--- src/rtl/axil_gpio_multi.sv ---
// axil_gpio_multi -- AXI-Lite slave GPIO with NumChannels channels of GPIOWidth pins.
//
// Each pin has a direction bit (TRI, 1 = input/high-Z), an output data bit and a
// synchronised input path. Each channel decodes a 16-byte window at c*0x10:
//   +0x0 DATA      read (sync_in & TRI) | (DATA_OUT & ~TRI), write DATA_OUT
//   +0x4 TRI       read/write
//   +0x8 IRQ_MASK  read/write                (reads 0 without AXIL_GPIO_IRQ_EN)
//   +0xC IRQ_STAT  read, write-1-to-clear    (reads 0 without AXIL_GPIO_IRQ_EN)
// Addresses outside the channel windows answer SLVERR.
//
// Optional feature macro: AXIL_GPIO_IRQ_EN -- per-bit any-edge input-change
// interrupts on input pins, with a registered level interrupt output.
//
// Ports:
//   clk          clock
//   reset        synchronous, active-high reset
//   s_axil_req   AXI-Lite request (aw/w/b/ar/r channel master signals)
//   s_axil_resp  AXI-Lite response, all fields registered
//   io_i         pad inputs, channel c at [c*GPIOWidth +: GPIOWidth]
//   io_o         pad outputs (DATA_OUT)
//   io_t         pad tri-state enables (TRI, 1 = high-Z)
//   irq          level interrupt, OR of enabled pending bits
module axil_gpio_multi #(
    parameter type axil_req_t = struct packed {
        logic aw_valid;
        struct packed { logic [31:0] addr; } aw;
        logic w_valid;
        struct packed { logic [31:0] data; logic [3:0] strb; } w;
        logic b_ready;
        logic ar_valid;
        struct packed { logic [31:0] addr; } ar;
        logic r_ready;
    },
    parameter type axil_resp_t = struct packed {
        logic aw_ready;
        logic w_ready;
        logic b_valid;
        struct packed { logic [1:0] resp; } b;
        logic ar_ready;
        logic r_valid;
        struct packed { logic [31:0] data; logic [1:0] resp; } r;
    },
    parameter int NumChannels = 2,
    parameter int GPIOWidth   = 32,
    parameter int SyncStages  = 2,
    parameter logic [GPIOWidth-1:0] DefaultOut = '0,
    parameter logic [GPIOWidth-1:0] DefaultTri = '1
) (
    input  logic                             clk,
    input  logic                             reset,
    input  axil_req_t                        s_axil_req,
    output axil_resp_t                       s_axil_resp,
    input  logic [NumChannels*GPIOWidth-1:0] io_i,
    output logic [NumChannels*GPIOWidth-1:0] io_o,
    output logic [NumChannels*GPIOWidth-1:0] io_t,
    output logic                             irq
);

    localparam logic [31:0] AddrLimit = 32'(NumChannels * 16);

    typedef enum logic [2:0] {IDLE, WR_ACK, WR_RESP, RD_ACK, RD_RESP} state_t;

    state_t     state_q, state_d;
    axil_resp_t resp_q;

    logic [GPIOWidth-1:0] data_out [NumChannels];
    logic [GPIOWidth-1:0] tri_q    [NumChannels];
    logic [GPIOWidth-1:0] sync_ch  [NumChannels];

    logic [NumChannels*GPIOWidth-1:0] sync_p [SyncStages];
    logic [NumChannels*GPIOWidth-1:0] sync_in;

    logic [31:0]            wr_addr, rd_addr, rd_data;
    logic                   wr_ok, rd_ok, wr_en;
    logic [NumChannels-1:0] wr_sel;
    logic [GPIOWidth-1:0]   wr_bits;

    // Write wins over a simultaneous read; a lone aw_valid waits for w_valid.
    function automatic state_t start_next(input logic aw_v, input logic w_v, input logic ar_v);
        if (aw_v && w_v) return WR_ACK;
        if (ar_v && !aw_v) return RD_ACK;
        return IDLE;
    endfunction

    always_ff @(posedge clk) begin
        if (reset) state_q <= IDLE;
        else       state_q <= state_d;
    end

    // A new transaction may be accepted in the same cycle the response handshakes.
    always_comb begin
        state_d = state_q;
        case (state_q)
            IDLE:    state_d = start_next(s_axil_req.aw_valid, s_axil_req.w_valid, s_axil_req.ar_valid);
            WR_ACK:  state_d = WR_RESP;
            WR_RESP: if (s_axil_req.b_ready)
                         state_d = start_next(s_axil_req.aw_valid, s_axil_req.w_valid, s_axil_req.ar_valid);
            RD_ACK:  state_d = RD_RESP;
            RD_RESP: if (s_axil_req.r_ready)
                         state_d = start_next(s_axil_req.aw_valid, s_axil_req.w_valid, s_axil_req.ar_valid);
            default: state_d = IDLE;
        endcase
    end

    // aw/w payloads stay valid until the ready pulse, so they are used directly in WR_ACK.
    assign wr_addr = s_axil_req.aw.addr;
    assign rd_addr = s_axil_req.ar.addr;
    assign wr_ok   = wr_addr < AddrLimit;
    assign rd_ok   = rd_addr < AddrLimit;
    assign wr_en   = (state_q == WR_ACK) && wr_ok;

    always_comb begin
        wr_sel  = '0;
        wr_bits = '0;
        for (int c = 0; c < NumChannels; c++)
            wr_sel[c] = wr_en && ((wr_addr >> 4) == 32'(c));
        for (int i = 0; i < GPIOWidth; i++)
            wr_bits[i] = s_axil_req.w.strb[i / 8];
    end

    // ---- input synchroniser: pad -> sync_p[0] -> ... -> sync_in ----
    always_ff @(posedge clk) begin
        if (reset) begin
            for (int s = 0; s < SyncStages; s++) sync_p[s] <= '0;
        end else begin
            sync_p[0] <= io_i;
            for (int s = 1; s < SyncStages; s++) sync_p[s] <= sync_p[s-1];
        end
    end
    assign sync_in = sync_p[SyncStages-1];

    for (genvar c = 0; c < NumChannels; c++) begin : g_pads
        assign sync_ch[c]                          = sync_in[c*GPIOWidth +: GPIOWidth];
        assign io_o[c*GPIOWidth +: GPIOWidth]      = data_out[c];
        assign io_t[c*GPIOWidth +: GPIOWidth]      = tri_q[c];
    end

    always_ff @(posedge clk) begin
        if (reset) begin
            for (int c = 0; c < NumChannels; c++) begin
                data_out[c] <= DefaultOut;
                tri_q[c]    <= DefaultTri;
            end
        end else begin
            for (int c = 0; c < NumChannels; c++) begin
                for (int i = 0; i < GPIOWidth; i++) begin
                    if (wr_sel[c] && wr_bits[i]) begin
                        if (wr_addr[3:2] == 2'd0) data_out[c][i] <= s_axil_req.w.data[i];
                        if (wr_addr[3:2] == 2'd1) tri_q[c][i]    <= s_axil_req.w.data[i];
                    end
                end
            end
        end
    end

`ifdef AXIL_GPIO_IRQ_EN
    logic [NumChannels*GPIOWidth-1:0] sync_prev;
    logic [GPIOWidth-1:0] irq_mask [NumChannels];
    logic [GPIOWidth-1:0] irq_stat [NumChannels];
    logic [GPIOWidth-1:0] edge_ch  [NumChannels];
    logic                 pending;
    logic                 irq_q;

    always_comb begin
        pending = 1'b0;
        for (int c = 0; c < NumChannels; c++) begin
            edge_ch[c] = (sync_in[c*GPIOWidth +: GPIOWidth] ^ sync_prev[c*GPIOWidth +: GPIOWidth]) & tri_q[c];
            pending    = pending | (|(irq_stat[c] & irq_mask[c]));
        end
    end

    // A fresh edge beats a simultaneous write-1-to-clear.
    always_ff @(posedge clk) begin
        if (reset) begin
            sync_prev <= '0;
            irq_q     <= 1'b0;
            for (int c = 0; c < NumChannels; c++) begin
                irq_mask[c] <= '0;
                irq_stat[c] <= '0;
            end
        end else begin
            sync_prev <= sync_in;
            irq_q     <= pending;
            for (int c = 0; c < NumChannels; c++) begin
                for (int i = 0; i < GPIOWidth; i++) begin
                    if (wr_sel[c] && wr_bits[i] && wr_addr[3:2] == 2'd2)
                        irq_mask[c][i] <= s_axil_req.w.data[i];
                    if (edge_ch[c][i])
                        irq_stat[c][i] <= 1'b1;
                    else if (wr_sel[c] && wr_bits[i] && wr_addr[3:2] == 2'd3 && s_axil_req.w.data[i])
                        irq_stat[c][i] <= 1'b0;
                end
            end
        end
    end
    assign irq = irq_q;
`else
    assign irq = 1'b0;
`endif

    always_comb begin
        rd_data = '0;
        for (int c = 0; c < NumChannels; c++) begin
            if (rd_ok && ((rd_addr >> 4) == 32'(c))) begin
                case (rd_addr[3:2])
                    2'd0: rd_data[GPIOWidth-1:0] = (sync_ch[c] & tri_q[c]) | (data_out[c] & ~tri_q[c]);
                    2'd1: rd_data[GPIOWidth-1:0] = tri_q[c];
`ifdef AXIL_GPIO_IRQ_EN
                    2'd2: rd_data[GPIOWidth-1:0] = irq_mask[c];
                    2'd3: rd_data[GPIOWidth-1:0] = irq_stat[c];
`endif
                    default: rd_data = '0;
                endcase
            end
        end
    end

    // ---- response register: ready/valid follow the next state ----
    always_ff @(posedge clk) begin
        if (reset) begin
            resp_q <= '0;
        end else begin
            resp_q.aw_ready <= (state_d == WR_ACK);
            resp_q.w_ready  <= (state_d == WR_ACK);
            resp_q.b_valid  <= (state_d == WR_RESP);
            resp_q.ar_ready <= (state_d == RD_ACK);
            resp_q.r_valid  <= (state_d == RD_RESP);
            if (state_q == WR_ACK)
                resp_q.b.resp <= wr_ok ? 2'd0 : 2'd2;
            if (state_q == RD_ACK) begin
                resp_q.r.data <= rd_data;
                resp_q.r.resp <= rd_ok ? 2'd0 : 2'd2;
            end
        end
    end
    assign s_axil_resp = resp_q;

endmodule

--- config.mk ---
export PLATFORM = sky130hd
export DESIGN_NAME = axil_gpio_multi
export DESIGN_NICKNAME = d
export VERILOG_FILES = /design/src/rtl/axil_gpio_multi.sv
export SDC_FILE = /design/constraint.sdc
export NUM_CORES = 1
export LEC_CHECK = 0
export BUFFER_PORTS_ARGS = -buffer_cell sky130_fd_sc_hd__buf_2
export CORE_MARGIN = 2
export CORE_UTILIZATION = 56
export CTS_CLUSTER_DIAMETER = 30
export DETAILED_ROUTE_END_ITERATION = 6
export PLACE_DENSITY = 0.85
export SETUP_SLACK_MARGIN = 0.02
export SYNTH_ARGS = -nofsm -noshare
export SYNTH_HDL_FRONTEND = slang
export SYNTH_SLANG_ARGS = --single-unit
--- constraint.sdc ---
create_clock -name clk -period 4.3 [get_ports clk]
set_input_delay 1.075 -clock clk [delete_from_list [all_inputs] [get_ports clk]]
set_output_delay 1.075 -clock clk [all_outputs]
set_load 0.1 [all_outputs]
==> impl_metrics.ini, run 1 <==
[placement]
io_buffers = 333
pre_cts_slack_ns = 0.876
dp_hpwl_mm = 22.7
gp_congestion = 0.843

[worst_setup_path]
worstSetupStartpointType = primary input
endpoint = data_out[1][30]
reg2reg_to = data_out[0][10]
criticalPathCategory = in2reg
worstSetupEndpointType = register
crit_family = simple AND/OR/NAND/NOR gates
slowest_stage = o21bai_1
cp_num_buf_inv = 1
reg2reg_slack_ns = 1.48
cp_max_fo = 8
rr_worst_depth = 4
slowest_delay_ns = 0.75
path_depth = 5
setup.worst_path.start = s_axil_req[95]
cp_data_arrival_time_ns = 3.04
r2r-start = state_q[0]
required_ns = 4.46
path_cells = buf_2 > nor4_2 > and4_1 > nand4_1 > o21bai_1

[global_routing]
grt_pass1_vias = 9866
grt_max_degree = 81
grt_pass1_wl_mm = 52.5
groute.usage.overall_pct = 30.7
antenna_found_initial = 4
grt_overflow_total = 0

[clock_network]
clock-root-buffer = clkbuf_16
postCtsSetupBuffers = 0
cts_resized = 0
clk_latency_ns = 0.55
holdBufCountCts = 0
htreeDepth = 2
cts_tree = yes
cts_buffer_depth = 3
cts.sinks = 297
numCtsBuffers = 52
clk_pin_slew_ns = 0.05

[drt]
route.vias.total = 9929
drt_iter0_drc = 794
drt-pass1-iter-count = 5
wl_mm = 35.1
vias_per_cell = 5.73
drc = 0
antenna_left = 0
post_drt_wl_per_cell_um = 20.2

[sta]
max_slew.worst_pin.slew_ns = 0.971
fin_worst_skew_ns = 0.0144
setup_viol = 0
finalHoldViolCount = 0
worst_slack_ns = 1.41
post-route-min-period_ns = 2.89
slew-limit-headroom_pct = 35.0
tns_ns = 0
maxSlewViolCount = 0
rsz0062_at_grt = no
finalCritPeriodShare_pct = 67.1
max_clock_freq_mhz = 347

[floorplanning]
start_util_pct = 56.6
die_area_sq_um = 22200
core_sq_um = 20800
rows = 53
die_w_um = 149
die_height_um = 149
io_pins = 341

[synth]
synth-compound-area-share_pct = 12.2
synth-seq-cells = 297
netlist.area_leader.share_pct = 32.6
yosysTopAreaCell = edfxtp_1
synth_flop_cell = dfxtp_1
synth-seq-area-share_pct = 61.3
synth_area_leaders = edfxtp_1 (33%), dfxtp_1 (29%), nor2b_1 (7.1%), o21ai_0 (4.8%), nand2b_1 (2.7%)
synth_fa_ha_area_share_pct = 0
synth_edf_count = 128
synthSimpleGateAreaFrac_pct = 21.9
yosys-top-cells-count = dfxtp_1 (169), nor2b_1 (134), edfxtp_1 (128)
async_flop_share_pct = 0
syn_inst = 1083
synth.area.mux_share_pct = 0.0849
synth_top_family_by_area = simple AND/OR/NAND/NOR gates
syn_avg_cell_area_sq_um = 10.9
netlist_area_sq_um = 11800
netlist-cell-type-count = 43
yosysMostFrequentCell = dfxtp_1
synthXorXnorAreaFrac_pct = 0
synth_warnings = 0

[hold_path]
hold_path_class = reg2reg

[power]
power.density_nw_per_um2 = 505
power.leakage_nw = 6.08
ir_worst_vdd_mv = 0.411

[layout]
seqCellArea_sq_um = 7230
nets = 1582
multi_input_area_sq_um = 4050
drive_gt1_share_pct = 32.9
area_growth_syn_to_layout_pct = 30.4
fillers = 1392

[run]
cap_violations = 0

[status]
outcome = finished clean
## cell type report
class / count / area share, %
Antenna cell: 4 / 0.0651
Clock buffer: 60 / 9.07
Clock inverter: 38 / 2.39
Inverter: 38 / 0.928
Multi-Input combinational cell: 669 / 26.3
Sequential cell: 297 / 47.0
Tap cell: 275 / 2.24
Timing Repair Buffer: 353 / 11.9
## worst min-delay path by stage
stage,from,end,slack (ns),cells after the start
floorplan,sync_p[0][36],sync_p[0][100],0.41,1
global placement,sync_p[0][7],sync_p[0][71],0.42,1
detailed placement,sync_p[0][23],sync_p[0][87],0.42,1
CTS,sync_p[0][23],sync_p[0][87],0.43,1
global route,sync_p[0][19],sync_p[0][83],0.45,1
finish,sync_p[0][60],sync_p[0][124],0.43,1
## cell families after synthesis
kind of cell | after synthesis
AO/OA/AOI/OAI | 233
other | 1
buffers and inverters | 119
AND/OR/NAND/NOR | 432
flip-flops | 297
multiplexers | 1
## registers in the layout (all words and copies together), names as in the netlist
name / count
data_out: 64
s_axil_resp: 38
sync_p: 128
state_q: 3
tri_q: 64
## metal layers
| metal | up-vias | wire (um) | GRT usage, % |
|---|---|---|---|
| met4 | 0 | 1370 | 13.8 |
| met3 | 104 | 3330 | 7.28 |
| met2 | 573 | 17100 | 51.7 |
| met5 | - | 0 | 0 |
| met1 | 4736 | 13300 | 37.7 |
| li1 | 4516 | - | - |
## report_power, final
part / switching [mW] / internal (mW)
clock: 1.50 / 2.51
combinational: 0.507 / 0.171
sequential: 0.0394 / 3.03
## layout by cell type (no fill, tap or decap), types with 4 or more instances in the layout
cell / instances
a32oi_1: 24
a21oi_1: 17
and2_1: 36
clkbuf_1: 4
inv_6: 8
dfxtp_1: 169
nand2b_1: 51
nand3_1: 24
and4_1: 6
a31oi_1: 23
inv_1: 34
a21o_1: 5
nor2_1: 43
nand2_1: 41
or3b_2: 16
nand4_1: 12
o21ai_0: 112
a211oi_1: 22
edfxtp_1: 128
diode_2: 4
nor2b_1: 134
clkinv_4: 9
nor3_1: 46
clkinvlp_4: 6
clkinv_1: 8
o31ai_1: 15
o21bai_1: 4
buf_2: 332
a31o_2: 8
nor4_1: 8
inv_8: 5
buf_4: 19
clkbuf_16: 54
## stage by stage
stage	total power [mW]	area [sq um]	hold WS, ns	cells	utilization, %
after floorplan	3.60	11800	0.414	1085	-
after global placement	3.78	13600	0.416	1632	65.3
after detailed placement	3.80	13600	0.420	1632	65.3
after CTS	7.78	15400	0.432	1730	73.8
after global routing	7.96	15400	0.448	1732	73.8
final	7.76	15400	0.431	1734	73.8
## worst register-to-register path: stages (launching register included)
cell     delay (ns)
dfxtp_1        0.44
nor3b_2        0.47
nand4_1        0.43
nor2_1         0.64
a31o_2         0.49
No activity file was read; power rests on OpenSTA's default activity.
==> run 2: changes to the inputs <==
CORE_UTILIZATION = 47   (was 56)
PLACE_DENSITY = 0.76   (was 0.85)
clock period = 2.4 ns   (was 4.3 ns; I/O delays follow)
==> run 2 against run 1 <==
Non-clock buffer count rose by 51. Global-route usage fell by 4.4 points. Power rose by 94%. Sequential power rose by 79%. Wire length rose by 1.1%. Combinational power rose by 87%. Hold slack got worse by 0.17 ns. Cell count rose by 5.6%. Worst setup slack got worse by 1.2 ns. Flip-flop and latch count did not move. Core utilization fell by 7.7 points. Cell area rose by 5.2%. Critical endpoint is now tri_q[1][7]. Largest cell class unchanged.
==> impl_metrics.ini, run 2 (synthesis results as in run 1) <==
[status]
outcome = finished clean

[drt]
route.vias.total = 9848
drc = 0
wl_mm = 35.5
drt-pass1-iter-count = 5
antenna_left = 0
vias_per_cell = 5.38
post_drt_wl_per_cell_um = 19.4
drt_iter0_drc = 680

[sta]
slew-limit-headroom_pct = 27.0
maxSlewViolCount = 0
max_clock_freq_mhz = 462
max_slew.worst_pin.slew_ns = 1.09
finalCritPeriodShare_pct = 90.2
finalHoldViolCount = 0
rsz0062_at_grt = no
post-route-min-period_ns = 2.16
worst_slack_ns = 0.236
fin_worst_skew_ns = 0.0212
setup_viol = 0

[global_routing]
groute.usage.overall_pct = 26.3
grt_overflow_total = 0
antenna_found_initial = 3
grt_pass1_vias = 9853
grt_pass1_wl_mm = 53.6
grt_max_degree = 91

[clock_network]
clock-root-buffer = clkbuf_16
numCtsBuffers = 52
htreeDepth = 2
clk_pin_slew_ns = 0.06
clk_latency_ns = 0.55
cts_buffer_depth = 3
cts_tree = yes
cts.sinks = 297

[floorplanning]
die_height_um = 162
rows = 57
io_pins = 341
die_w_um = 162
start_util_pct = 48.2
die_area_sq_um = 26400
core_sq_um = 24500

[worst_setup_path]
path_cells = nor3b_4 > nand4_1 > buf_4 > nor4b_4 > buf_12 > o31ai_1
cp_max_fo = 59
worstSetupStartpointType = register
required_ns = 2.67
slowest_delay_ns = 0.39
slowest_stage = dfxtp_1
worstSetupEndpointType = register
cp_data_arrival_time_ns = 2.44
criticalPathCategory = reg2reg
cp_num_buf_inv = 2
crit_family = simple AND/OR/NAND/NOR gates

[layout]
nets = 1633
area_growth_syn_to_layout_pct = 37.1
final_common_cell = buf_2
fillers = 1847
top_regs = sync_p: 128 flops, data_out: 64 flops, tri_q: 64 flops
largest_reg_flops = 128
final_cell_mix = buf_2 (331), dfxtp_1 (169), nor2b_1 (134)
stdcell_count = 1831
regMostFlops = sync_p
drive_gt1_share_pct = 35.5

[power]
seq_power_share_pct = 36.6
pwr-share-clk_pct = 55.0
power.leakage_nw = 6.49
p_int_mw = 11.4
switching_share_pct = 24.4
ir_worst_vdd_mv = 0.834
power.switching_mw = 3.67
power.density_nw_per_um2 = 930
combPwrFrac_pct = 8.4

[placement]
dp_hpwl_mm = 24.3
pre_cts_slack_ns = -0.109
gp_congestion = 0.871
dp_cells = 1731
io_buffers = 333

[hold_path]
hold_path_class = in2reg

[run]
cap_violations = 0
## run 2: cell count changes in the layout (fill, tap and decap cells not counted), moves of 4 or more
cell and change:
buf_4 +43, bufinv_16 +10, buf_12 +9, clkinv_4 -7, clkinv_1 -4
## run 2: path summary, 6_finish.rpt
path,from,to,slack [ns],cells past startpoint
worst max register to register,state_q[1],tri_q[1][7],0.24,6
worst max-delay path,state_q[1],tri_q[1][7],0.24,6
worst min-delay path,io_i[25],sync_p[0][25],0.26,2
worst min register to register,sync_p[0][48],sync_p[0][112],0.43,1
## run 2: metal layers
metal  global-route usage [%]  wire (um)  share of wire, %
met5                        0         26             0.073
met4                     8.85        844               2.4
met3                     6.16       3010               8.5
met2                     44.8      17300                49
met1                     33.1      14300                40
## run 2: through the flow
step | utilization, % | hold WS, ns | instance area (sq um) | power [mW] | TNS, ns
floorplan | - | 0.414 | 11800 | 6.45 | -4.57
global placement | 57.8 | 0.417 | 14200 | 6.84 | -0.327
detailed placement | 57.8 | 0.420 | 14200 | 6.86 | -6.60
CTS | 66.0 | 0.236 | 16200 | 15.1 | 0
global route | 66.1 | 0.258 | 16200 | 15.5 | 0
finish | 66.1 | 0.258 | 16200 | 15.0 | 0
## run 2: final cells by class
| class | count | area [sq um] | share of cell area, % |
|---|---|---|---|
| diodes | 1 | 2.50 | 0.0155 |
| repair buffers | 404 | 2330 | 14.4 |
| inverters | 38 | 143 | 0.882 |
| clock buffers | 60 | 1400 | 8.68 |
| multi-input cells | 669 | 4060 | 25.1 |
| flip-flops and latches | 297 | 7230 | 44.7 |
| well taps | 324 | 405 | 2.51 |
| clock inverters | 38 | 596 | 3.68 |
## run 2: repair_timing
item | in CTS | in global routing
gates resized for setup | 0 | 1
hold buffers | 0 | 0
setup buffers | 0 | 1
setup endpoints to repair | 0 | 99
endpoints found under the hold margin | 0 | 0
## run 2: power by group through the flow
stage | Clock, mW | Combinational [mW] | Sequential, mW
after global placement | 0 | 1.24 | 5.59
final | 8.26 | 1.27 | 5.50
after detailed placement | 0 | 1.26 | 5.60
after global routing | 8.59 | 1.35 | 5.51
after floorplan | 0 | 0.402 | 6.05
after CTS | 8.34 | 1.27 | 5.50
